<file path="src/rtl/xor_checksum.sv">
// rtl/xor_checksum.sv - word-wise XOR checksum over a valid/ready framed stream
//
// Accumulates the XOR of every WIDTH-bit word accepted on the input stream.
// When a frame ends, the block holds the result on the output handshake. A
// frame ends on in_last, or when MAX_LEN beats have been taken without
// in_last, which is reported as an overflow.
//
// Ports:
//   clk        system clock, rising edge
//   rst_n      asynchronous active-low reset
//   clear      synchronous abort of the current frame and any pending result
//   in_valid   source has a word
//   in_ready   block accepts a word this cycle (low only while a result is held)
//   in_data    data word
//   in_last    final word of the frame, qualified by in_valid
//   out_valid  result available
//   out_ready  sink accepts the result
//   out_data   XOR of all words in the frame
//   out_parity reduction XOR of out_data
//   out_count  number of words in the frame
//   out_err    frame ended by MAX_LEN overflow rather than in_last
module xor_checksum #(
  parameter int WIDTH   = 8,
  parameter int MAX_LEN = 16,
  localparam int CNT_W  = $clog2(MAX_LEN + 1)
) (
  input  logic             clk,
  input  logic             rst_n,
  input  logic             clear,
  input  logic             in_valid,
  output logic             in_ready,
  input  logic [WIDTH-1:0] in_data,
  input  logic             in_last,
  output logic             out_valid,
  input  logic             out_ready,
  output logic [WIDTH-1:0] out_data,
  output logic             out_parity,
  output logic [CNT_W-1:0] out_count,
  output logic             out_err
);

  localparam logic [1:0] S_IDLE  = 2'd0;
  localparam logic [1:0] S_ACCUM = 2'd1;
  localparam logic [1:0] S_DONE  = 2'd2;

  logic [1:0]       state;
  logic [WIDTH-1:0] acc;
  logic [CNT_W-1:0] cnt;

  logic [WIDTH-1:0] acc_x;
  logic [CNT_W-1:0] cnt_inc;
  logic             hit_max;

  // The handshake outputs are decoded from registered state only, so there is
  // no combinational path from out_ready to in_ready.
  assign in_ready  = (state != S_DONE);
  assign out_valid = (state == S_DONE);

  assign acc_x   = acc ^ in_data;
  assign cnt_inc = cnt + CNT_W'(1);
  // cnt never passes MAX_LEN because reaching it forces the frame to end.
  assign hit_max = (cnt_inc == CNT_W'(MAX_LEN));

  always_ff @(posedge clk or negedge rst_n) begin
    if (!rst_n) begin
      state      <= S_IDLE;
      acc        <= '0;
      cnt        <= '0;
      out_data   <= '0;
      out_parity <= 1'b0;
      out_count  <= '0;
      out_err    <= 1'b0;
    end else if (clear) begin
      // clear wins over a simultaneous beat or output handshake
      state      <= S_IDLE;
      acc        <= '0;
      cnt        <= '0;
      out_data   <= '0;
      out_parity <= 1'b0;
      out_count  <= '0;
      out_err    <= 1'b0;
    end else begin
      case (state)
        S_IDLE, S_ACCUM: begin
          if (in_valid) begin
            acc <= acc_x;
            cnt <= cnt_inc;
            if (in_last || hit_max) begin
              state      <= S_DONE;
              out_data   <= acc_x;
              out_parity <= ^acc_x;
              out_count  <= cnt_inc;
              // in_last on the MAX_LEN-th beat is a clean end, not an overflow
              out_err    <= ~in_last;
            end else begin
              state <= S_ACCUM;
            end
          end
        end
        S_DONE: begin
          // result registers keep their values after the handshake
          if (out_ready) begin
            state <= S_IDLE;
            acc   <= '0;
            cnt   <= '0;
          end
        end
        default: begin
          state <= S_IDLE;
          acc   <= '0;
          cnt   <= '0;
        end
      endcase
    end
  end

endmodule

</file>
<file path="config.mk">
export PLATFORM = sky130hd
export DESIGN_NAME = xor_checksum
export DESIGN_NICKNAME = d
export VERILOG_FILES = /design/src/rtl/xor_checksum.sv
export SDC_FILE = /design/constraint.sdc
export NUM_CORES = 1
export LEC_CHECK = 0
export CELL_PAD_IN_SITES_DETAIL_PLACEMENT = 0
export CELL_PAD_IN_SITES_GLOBAL_PLACEMENT = 1
export CORE_MARGIN = 8
export CORE_UTILIZATION = 38
export CTS_CLUSTER_SIZE = 30
export DETAILED_ROUTE_END_ITERATION = 6
export GPL_ROUTABILITY_DRIVEN = 0
export PLACE_DENSITY_LB_ADDON = 0.1
export SYNTH_ARGS = -nofsm -noshare
export SYNTH_HDL_FRONTEND = slang
export SYNTH_SLANG_ARGS = --single-unit
export TNS_END_PERCENT = 5
</file>
<file path="constraint.sdc">
create_clock -name clk -period 1.84 [get_ports clk]
set_input_delay 0.368 -clock clk [delete_from_list [all_inputs] [get_ports clk]]
set_output_delay 0.368 -clock clk [all_outputs]
set_load 0.005 [all_outputs]
</file>
==> summary.txt <==
Outcome
  – Outcome: finished, final reports clean

GRT
  – Gr ovfl total: 0
  – Initial antenna violation count: 0
  – Gr usage total: 0.1216
  – First-pass GRT wire length: 5768 um
  – Vias in the first global route: 1209
  – Largest net degree at the start of global routing: 31

STA
  – Tmin final: 1.768 ns
  – Crit share post-route: 0.9609
  – Clock skew: between 0.006 and 0.007 ns
  – WHS: 0.4173 ns
  – Max_slew headroom: 0.6576
  – RSZ-0062 raised after global routing: false
  – Setup violators final: 0
  – Fmax: 565.6 MHz
  – Slew Limit Fails: 0
  – Hold Fails Final Rpt: 0
  – Worst Tran Pin Value: 0.5130 ns

Power and ir drop
  – Comb pwr share: 0.209
  – P_leak: between 0.0009 and 0.001 uW
  – Pint: 1138 uW
  – Clock power share: 0.319
  – Power Density: 768.3 nW/um^2
  – Total power draw: approximately 1500 uW
  – Reg power frac: 0.472
  – Sw Ratio: 0.2607
  – P_sw: between 400 and 500 uW
  – Worst VDD drop: approximately 0.00044 V

Final layout
  – Inserted Diodes: 0
  – Area Overhead vs Synth: 42.18%
  – FF+latch area: 750.7 sq um
  – Core Util, Final: 0.5555
  – Multi-input logic area: 668.1 sq um
  – Most frequent cells in the layout: dfrtp_1, clkdlybuf4s50_1, o21ai_0
  – Fillers: approximately 340
  – Nets: 197
  – Most common cell after layout, fill and taps aside: dfrtp_1
  – Layout cell share with drive strength beyond 1: 0.1813

Setup path
  – Worst-path cell chain: nand2b_1, inv_1, clkdlybuf4s50_1
  – Slowest CP cell: clkdlybuf4s50_1
  – Max incr delay on CP: 0.49 ns
  – Kind of critical path: register to primary output
  – Worst setup EP type: primary output
  – Worst Path Max Fanout: 4
  – Data required time of the worst path: 1.47 ns
  – Worst path arrival time: between 1 and 1.5 ns
  – Worst setup SP type: register

CTS
  – CTS Sinks: 30
  – Clock transition at the registers of the reported paths: roughly 0.060 ns
  – Root Driver: clkbuf_8
  – Cts hold-fix bufs: 0
  – Max Buffers Root-to-Sink: 2
  – CTS tree: yes
  – Num CTS Buffers: 5
  – Clock Latency Late Sink: 0.28 ns
  – H-tree depth: 2

Drt
  – Post-Route WL: 3385 um
  – First-iteration detailed-routing DRC count: 38
  – WL/cell: around 15 um
  – Vias: 1129
  – Via density: between 4 and 5
  – Drt first pass iters: 4
  – Post-route ant nets: 0
  – Residual DRC: 0

Place
  – I/O Buffers: 30
  – DP HPWL: 2472 um

Yosys
  – Area leader, netlist: dfrtp_1
  – Cells taking the most area after synthesis: dfrtp_1, xor2_1, o21ai_0, a22o_1, nand2_1
  – Synth Register Bits: 30
  – Synthesized cell area: 1409 sq um
  – Synth top area share: 0.5329
  – Seq/Total Area, Yosys: 0.5329
  – Netlist cell types: 24
  – Synth Instances: 133
  – Net Count, Synth: roughly 150
  – Avg Inst Size Synth: about 11 sq um
  – Yosys warns: 0

Floorplanning
  – # rows: 22
  – Die X: 76.89 um
  – Die Y-Extent: approximately 77 um
  – Core area: 3606 sq um
  – Initial Util: 0.3907
  – DIE AREA: 5912 sq um
  – I/O pin cnt: 31

Worst hold path
  – Hold/Removal Path Class: primary input to register

Job
  – Max cap viols: 0
## worst paths after layout
| path | start | endpoint | slack, ns | depth (start not counted) |
|---|---|---|---|---|
| max | state[0]$_DFFE_PN0P_ | out_valid | 0.07 | 3 |
| min | in_data[4] | acc[4]$_DFFE_PN0P_ | 0.42 | 3 |
| max reg2reg | cnt[3]$_DFFE_PN0P_ | out_data[5]$_DFFE_PN0P_ | 0.16 | 5 |
| min reg2reg | out_count[4]$_DFFE_PN0P_ | out_count[4]$_DFFE_PN0P_ | 0.48 | 1 |
| max in group asynchronous | rst_n | out_data[3]$_DFFE_PN0P_ | 1.08 | 2 |
| min in group asynchronous | rst_n | state[1]$_DFFE_PN0P_ | 0.48 | 2 |
## power by group through the flow
stage,sequential (uW),clock (uW),combinational [uW]
after global routing,732,539,351
after CTS,725,512,316
after global placement,736,0,308
after detailed placement,737,0,314
final,727,490,322
after floorplan,734,0,158
## Yosys cell counts
master     count
nand2b_1       3
o31ai_1        1
nor3_1         1
buf_4          1
a22o_1        11
xor3_1         1
a22o_2         1
a31oi_2        1
o22a_1         1
and2_1         1
xnor2_1        2
inv_1          2
nand3_1        2
o21ai_0       21
mux2i_1        2
nor2_1        12
o2bb2ai_1      4
dfrtp_1       30
nand2_1       15
a31oi_1        1
clkbuf_1       4
xor2_1        14
a31o_2         1
ha_1           1
## logic make-up (layout without fill, tap and decap cells)
group / count (synthesis) / count (layout) / share of synthesized area
AOI/OAI and AO/OA: 42 / 42 / 0.2060
and+or+nand+nor: 34 / 34 / 0.1004
DFF: 30 / 30 / 0.5329
xor gates and xnor gates: 17 / 17 / 0.1163
buffers and inverters: 7 / 56 / 0.02132
muxes: 2 / 2 / 0.01421
adders and majority gates: 1 / 1 / 0.008880
## layer usage
metal	track usage	part of all wire	up-vias
li1	-	-	558
met1	0.1477	0.46	545
met2	0.1861	0.48	21
met3	0.04429	0.047	5
met4	0.05769	0.013	0
met5	0	0	-
## flip-flops by register name (all words and copies together) (netlist names)
| signal | flops |
|---|---|
| out_err | 1 |
| acc | 8 |
| out_data | 8 |
| out_parity | 1 |
| out_count | 5 |
| cnt | 5 |
| state | 2 |
## through the flow
step,instance area (sq um),TNS (ns),cells,worst slack (ns)
after floorplan,1409,0,133,0.2409
after global placement,1867,-1.394,222,-0.3397
after detailed placement,1867,-1.635,222,-0.3851
after CTS,1948,-0.07883,229,-0.07883
after global routing,2003,0,230,0.005386
final,2003,0,230,0.07197
## worst max-delay path, delay by kind of cell (launching register included)
family                 cells  cell delay, ns
buffers and inverters      2            0.56
flip-flops                 1            0.38
AND/OR/NAND/NOR            1            0.19
## area by class of cell
class                   instances  area share
well taps                      48     0.02998
clock inverters                 2    0.004997
clock buffers                   5     0.03435
repair buffers                 47      0.2186
inverters                       2    0.003748
multi-input cells              96      0.3335
flip-flops and latches         30      0.3748
## repair_timing
action / CTS / global route
resized for setup: 1 / 9
setup buffers: 0 / 1
pin swaps: 0 / 5
setup endpoints to repair: 11 / 1
Power figures use the tool's default switching activity.
